[config.mk]
export PLATFORM = sky130hd
export DESIGN_NAME = serial_add_ctrl
export DESIGN_NICKNAME = d
export VERILOG_FILES = /design/src/rtl/serial_add_ctrl.sv
export SDC_FILE = /design/constraint.sdc
export NUM_CORES = 1
export LEC_CHECK = 0
export ABC_AREA = 1
export CAP_MARGIN = 30
export CORE_MARGIN = 1.5
export CORE_UTILIZATION = 30
export CTS_BUF_LIST = sky130_fd_sc_hd__clkbuf_4
export DETAILED_ROUTE_END_ITERATION = 6
export GPL_TIMING_DRIVEN = 0
export SLEW_MARGIN = 15
export SYNTH_ARGS = -nofsm -noshare
export SYNTH_HDL_FRONTEND = slang
export SYNTH_SLANG_ARGS = --single-unit
export TNS_END_PERCENT = 20
[constraint.sdc]
create_clock -name i_clk -period 2.9 [get_ports i_clk]
set_input_delay 0.87 -clock i_clk [delete_from_list [all_inputs] [get_ports i_clk]]
set_output_delay 0.87 -clock i_clk [all_outputs]
set_load 0.1 [all_outputs]
[src/rtl/serial_add_ctrl.sv]
// ---------------------------------------------------------------------------
// serial_add_ctrl
//
// Purpose:
//   Bit-serial adder with a small control FSM. One 1-bit full-adder slice and
//   a carry register process the operands LSB first, one bit per clock. A
//   complete addition of two WIDTH-bit operands takes WIDTH cycles in RUN plus
//   one cycle in DONE, so a new operation can be accepted every WIDTH+2 cycles.
//
// Parameters:
//   WIDTH   operand width in bits (legal range 2..32), default 8
//
// Ports:
//   i_clk    in   1      clock, all state changes on the rising edge
//   i_rst    in   1      synchronous active-high reset
//   i_start  in   1      request to begin one addition (honoured in IDLE only)
//   i_a      in   WIDTH  operand A, captured when a start is accepted
//   i_b      in   WIDTH  operand B, captured when a start is accepted
//   i_cin    in   1      carry-in, captured when a start is accepted
//   o_sum    out  WIDTH  registered sum, held until the next result
//   o_cout   out  1      registered carry out of the MSB, held with o_sum
//   o_busy   out  1      high while bits are being added (state RUN)
//   o_done   out  1      one-cycle pulse marking a new o_sum/o_cout (state DONE)
//   o_ovf    out  1      signed overflow, held with o_sum
//                        (present only when SERIAL_ADD_OVF_EN is defined)
//
// Configuration:
//   SERIAL_ADD_OVF_EN  define to add the o_ovf output and its capture logic.
//                      Without it the port and logic are absent and all other
//                      behaviour is identical.
// ---------------------------------------------------------------------------
module serial_add_ctrl #(
  parameter int WIDTH = 8
) (
  input  logic             i_clk,
  input  logic             i_rst,
  input  logic             i_start,
  input  logic [WIDTH-1:0] i_a,
  input  logic [WIDTH-1:0] i_b,
  input  logic             i_cin,
  output logic [WIDTH-1:0] o_sum,
  output logic             o_cout,
  output logic             o_busy,
  output logic             o_done
`ifdef SERIAL_ADD_OVF_EN
  ,
  output logic             o_ovf
`endif
);

  // Counter only needs to reach WIDTH-1, the index of the last bit.
  localparam int CNT_W = (WIDTH > 2) ? $clog2(WIDTH) : 1;
  localparam logic [CNT_W-1:0] LAST_BIT = CNT_W'(WIDTH - 1);

  typedef enum logic [1:0] {
    IDLE = 2'd0,
    RUN  = 2'd1,
    DONE = 2'd2
  } state_t;

  state_t state;
  state_t state_nxt;

  logic [WIDTH-1:0] a_sr;
  logic [WIDTH-1:0] b_sr;
  logic [WIDTH-1:0] res_sr;
  logic             carry;
  logic [CNT_W-1:0] cnt;

  logic sum_bit;
  logic carry_nxt;
  logic last_bit;
  logic start_accept;

  // The single full-adder slice: always looks at the current LSBs of the
  // operand shift registers and the running carry.
  assign sum_bit   = a_sr[0] ^ b_sr[0] ^ carry;
  assign carry_nxt = (a_sr[0] & b_sr[0]) | (a_sr[0] & carry) | (b_sr[0] & carry);

  assign last_bit     = (cnt == LAST_BIT);
  assign start_accept = (state == IDLE) && i_start;

  // State register.
  always_ff @(posedge i_clk) begin
    if (i_rst) begin
      state <= IDLE;
    end else begin
      state <= state_nxt;
    end
  end

  // Next-state and status outputs. busy/done decode directly from the state
  // register, so they are glitch-free and aligned with the state.
  always_comb begin
    state_nxt = state;
    o_busy    = 1'b0;
    o_done    = 1'b0;
    case (state)
      IDLE: begin
        if (i_start) begin
          state_nxt = RUN;
        end
      end
      RUN: begin
        o_busy = 1'b1;
        if (last_bit) begin
          state_nxt = DONE;
        end
      end
      DONE: begin
        o_done    = 1'b1;
        state_nxt = IDLE;
      end
      default: begin
        state_nxt = IDLE;
      end
    endcase
  end

  // Operand capture and bit-serial datapath. Operands are copied into
  // private shift registers at acceptance so that later input changes do not
  // disturb the operation in progress.
  always_ff @(posedge i_clk) begin
    if (i_rst) begin
      a_sr   <= '0;
      b_sr   <= '0;
      res_sr <= '0;
      carry  <= 1'b0;
      cnt    <= '0;
    end else if (start_accept) begin
      a_sr   <= i_a;
      b_sr   <= i_b;
      res_sr <= '0;
      carry  <= i_cin;
      cnt    <= '0;
    end else if (state == RUN) begin
      // Sum bits enter at the MSB, so after WIDTH shifts bit 0 of the result
      // has reached bit 0 of the register.
      a_sr   <= {1'b0, a_sr[WIDTH-1:1]};
      b_sr   <= {1'b0, b_sr[WIDTH-1:1]};
      res_sr <= {sum_bit, res_sr[WIDTH-1:1]};
      carry  <= carry_nxt;
      cnt    <= cnt + CNT_W'(1);
    end
  end

  // Result registers. Updated only on the edge that processes the MSB, so
  // they hold the previous result for the whole of RUN. The final sum word
  // is assembled from the shift register plus the bit being produced now.
  always_ff @(posedge i_clk) begin
    if (i_rst) begin
      o_sum  <= '0;
      o_cout <= 1'b0;
    end else if ((state == RUN) && last_bit) begin
      o_sum  <= {sum_bit, res_sr[WIDTH-1:1]};
      o_cout <= carry_nxt;
    end
  end

`ifdef SERIAL_ADD_OVF_EN
  // While the MSB is being processed the carry register holds the carry into
  // the MSB, so overflow is that carry XOR the carry leaving the MSB.
  always_ff @(posedge i_clk) begin
    if (i_rst) begin
      o_ovf <= 1'b0;
    end else if ((state == RUN) && last_bit) begin
      o_ovf <= carry ^ carry_nxt;
    end
  end
`endif

endmodule
Word-level counts from Yosys, hierarchy flattened
Cells that the tools add are included.
- $mul: 0
- equal/unequal tests: 5
- $lt $le $gt $ge: 0
- shift-type cells: 0
- bitwise operators: 7
- reduce and logical (&&, ||, !) cells: 6
- mux-type cells: 11
- div/mod/pow operators: 0
- $add $sub $neg: 1
- operator list (kind ; number):
    8-bit two-way mux ; 4
    1-bit two-way mux ; 4
    2-bit two-way mux ; 2
    2-bit != test (second input constant) ; 2
    2-bit one-hot mux with 2 select lines ; 1
    3-bit by 1-bit adder with 3-bit output (second input constant) ; 1
    1-bit bitwise AND ; 3
    3-bit == test (second input constant) ; 1
    2-bit by 1-bit == test with 1-bit output (second input constant) ; 1
    2-bit == test (second input constant) ; 1
    1-bit logical AND ; 2
    2-bit zero test ; 1
    1-bit bitwise OR ; 2
    2-bit AND reduction ; 1
    2-bit nonzero test ; 1
    2-bit OR reduction ; 1
    1-bit bitwise XOR ; 2
- bits in registers: 39
- word-level logic and storage cells: 38
- input port bits: 20
- memory bits (writable): 0
- memories: 0
- output and inout port bits: 11
- latch bits: 0
- bits in read-only memories: 0

Longest topological paths before layout
- word-level depth: 5
- gate-level depth with buffers: 8
- gate-level depth less buffers: 8

Worst setup path after synthesis
OpenSTA, ideal clock, no wires.
- path kind: register -> output
- start point: register state[1]
- end point: output o_done
- buffers on the path: 0
- arrival: 1.659 ns
- setup slack: 0.371 ns
- data required time: 2.030 ns
- cell stages (with the launch flop): 3
- path through: dfxtp_1 > inv_2 > nor2_1
- word-level cells in the longest chain between the ends: 2
- RTL lines (element ; line ; text):
    from (decl) ; 61 ; state_t state;
    from (signal assigned) ; 88 ; state <= state_nxt;
    2-bit == test ; 98 ; case (state)
    1-bit two-way mux ; 98 ;
    to (decl) ; 44 ; output logic o_done
Every way passes these cells.

Worst setup path after layout
- start point: register o_sum[6]
- end point: output o_sum[6]
- RTL lines (element ; line ; text):
    from (decl) ; 41 ; output logic [WIDTH-1:0] o_sum,
    from (signal assigned) ; 155 ; o_sum <= {sum_bit, res_sr[WIDTH-1:1]};
No word-level cell between the ends.

==> out/qor.txt <==
status - finished, final reports clean
RSZ-0062 raised after global routing - no
Synth Instances - 239
slowest library cell on the worst path - clkdlybuf4s50_1
Antenna Nets Post-Route - 0
clk slew on worst S/H paths - 0.12 ns
min cycle time layout - 2.72 ns
layout cells sized above 1 - 10.5%
Arr. time, crit path - 1.85 ns
Clock Skew - 0.0129 ns
RD Place Congestion - 0.756
maxcap violations - 0
vias in the first global route - 1472
DR vias/cell - 4.52
DP HPWL - 2690 um
IO Pins - 31
syn nets - 262
Inst Count DP - 341
Synth warnings - 0
clk buf depth - 2
critical path class - reg -> out
Remaining DRCs - 0
Num CTS Buffers - 5
Post-synth EDFFs - 0
most frequent cells in the layout - nand2_1 (51), dfxtp_1 (38), nor2_1 (37)
Rel. slew slack - 35.5%
IO buf count - 30
Core Box Area - 0.00547 mm2
Final Hold Violating Endpoints - 0
n_diodes - 0
clk sinks - 38
Worst setup EP type - output port
Lkg Pwr - 0.928 nW
FMAX - 367 MHz
Cell variety after synth - 19
Synth Register Bits - 38
sequential-to-total area share from yosys stat - 45.0%
CP Cell Sequence - clkdlybuf4s50_1
Root Buffer - clkbuf_4
CTS tree - built
commonest non-fill, non-tap cell in the layout - nand2_1
Die Y - 78.0 um
Final #Nets - 299
1st-pass router iterations - 4
largest net degree at the start of global routing - 13
# setup viols final - 0
area delta synth->final - 28.7%
post-synthesis async set-or-reset flop share - 0%
setup_tns - 0 ns
Initial Utilization - 30.9%
WP data required - 2.03 ns
first-pass GRT wire length - 6330 um
DR vias - 1579
clk_lat worst skew - 0.35 ns
Non-Filler Instances - 349
initial drt markers - 81
PwrDens - 541 mW/mm2
final core utilization - 39.7%
Routed WL - 3700 um
Slew Limit Fails - 0
WP buf/inv - 1
fill count - 599
mean post-synth cell area - 7.07 um2
H-tree Lvls - 2
final setup margin - 0.177 ns
num rows - 27
worst slew pin tran - 0.965 ns
die footprint - 0.00609 mm2
cell area after synthesis - 0.00169 mm2
delay-heaviest family, CP - buffers and inverters
Crit Path Max Fanout - 2
GRT Total Usage - 12.9%
critical path's largest stage delay - 1.14 ns
Max VDD drop - 297 uV
Hold Buf Count CTS - 0
fin crit share - 93.9%
initial antenna violation count - 0
Die W - 78.0 um
wire length per cell - 10.6 um
global route overflow - 0
dpl ws - 0.127 ns
Post-synth top flop - dfxtp_1
Startpoint Class - flip-flop
hold crit path type - reg -> reg
-- synth_stat cells (3+ instances only) --
library cell / number / share of area [%]
o21ai_1: 15 / 4.4
nand2_1: 51 / 11
nor2_1: 37 / 8.2
nand3_1: 24 / 7.1
a21oi_1: 27 / 8.0
inv_1: 17 / 3.8
buf_4: 5 / 2.2
clkbuf_1: 3 / 0.67
inv_2: 5 / 1.1
buf_2: 5 / 1.5
nand2_2: 3 / 1.1
dfxtp_1: 38 / 45
-- layout make-up --
class | instances | area [um2] | area share [%]
inverters | 22 | 82.6 | 3.80
well taps | 72 | 90.1 | 4.14
repair buffers | 30 | 294 | 13.5
flip-flops and latches | 38 | 761 | 35.0
plain buffers | 13 | 73.8 | 3.39
clock inverters | 3 | 63.8 | 2.93
multi-input cells | 166 | 772 | 35.5
clock buffers | 5 | 37.5 | 1.73
-- logic make-up (layout without fill, tap and decap cells) --
group | count (synthesis) | count (layout) | share of synthesized area [%]
and+or+nand+nor | 118 | 118 | 29.5
AOI/OAI and AO/OA | 44 | 44 | 13.0
DFF | 38 | 38 | 45.0
buffers and inverters | 35 | 73 | 9.26
adders and majority gates | 3 | 3 | 2.67
xor gates and xnor gates | 1 | 1 | 0.519
-- flip-flops by register name, indices dropped and copies added, names as in the netlist --
| signal | count |
|---|---|
| cnt | 3 |
| a_sr | 8 |
| b_sr | 8 |
| state | 2 |
| o_sum | 8 |
| o_cout | 1 |
| res_sr | 7 |
| carry | 1 |
-- routing by layer --
metal / vias up / track usage, % / wire [um]
met2: 22 / 20.5 / 1670
li1: 833 / - / -
met5: - / 0 / 0
met4: 0 / 4.82 / 46
met1: 720 / 17.3 / 1870
met3: 4 / 2.56 / 106
-- through the flow --
step | area (um2) | hold WS, ns | power, mW
floorplan | 1690 | 0.438 | 0.687
global placement | 2080 | 0.453 | 0.744
detailed placement | 2080 | 0.458 | 0.746
CTS | 2180 | 0.475 | 1.19
global route | 2170 | 0.500 | 1.23
finish | 2170 | 0.476 | 1.18
-- timing repair --
item                       4_1_cts  5_1_grt
gates resized for setup          2        2
setup endpoints to repair        2        1
gates cloned                     0        0
setup buffers                    0        0
-- report_power, final --
part / switching (mW) / total [mW] / internal [mW]
Sequential: 0.0145 / 0.561 / 0.546
Clock: 0.180 / 0.445 / 0.266
Combinational: 0.0991 / 0.171 / 0.0720
Total: 0.293 / 1.18 / 0.884
-- worst register-to-register path, delay by kind of cell (launching register included) --
family	cells	cell delay (ns)
adders and majority gates	2	0.29
buffers and inverters	2	0.19
DFF	1	0.37
and+or+nand+nor	4	0.35
-- worst paths after layout --
path,from,end,slack [ns],cells past startpoint
worst min-delay path,cnt[2]$_SDFFE_PP0P_,cnt[2]$_SDFFE_PP0P_,0.48,2
worst min register to register,cnt[2]$_SDFFE_PP0P_,cnt[2]$_SDFFE_PP0P_,0.48,2
worst max-delay path,o_sum[6]$_SDFFE_PP0P_,o_sum[6],0.18,1
worst max register to register,cnt[0]$_SDFFE_PP0P_,o_sum[7]$_SDFFE_PP0P_,1.68,8
Power figures use the tool's default switching activity.
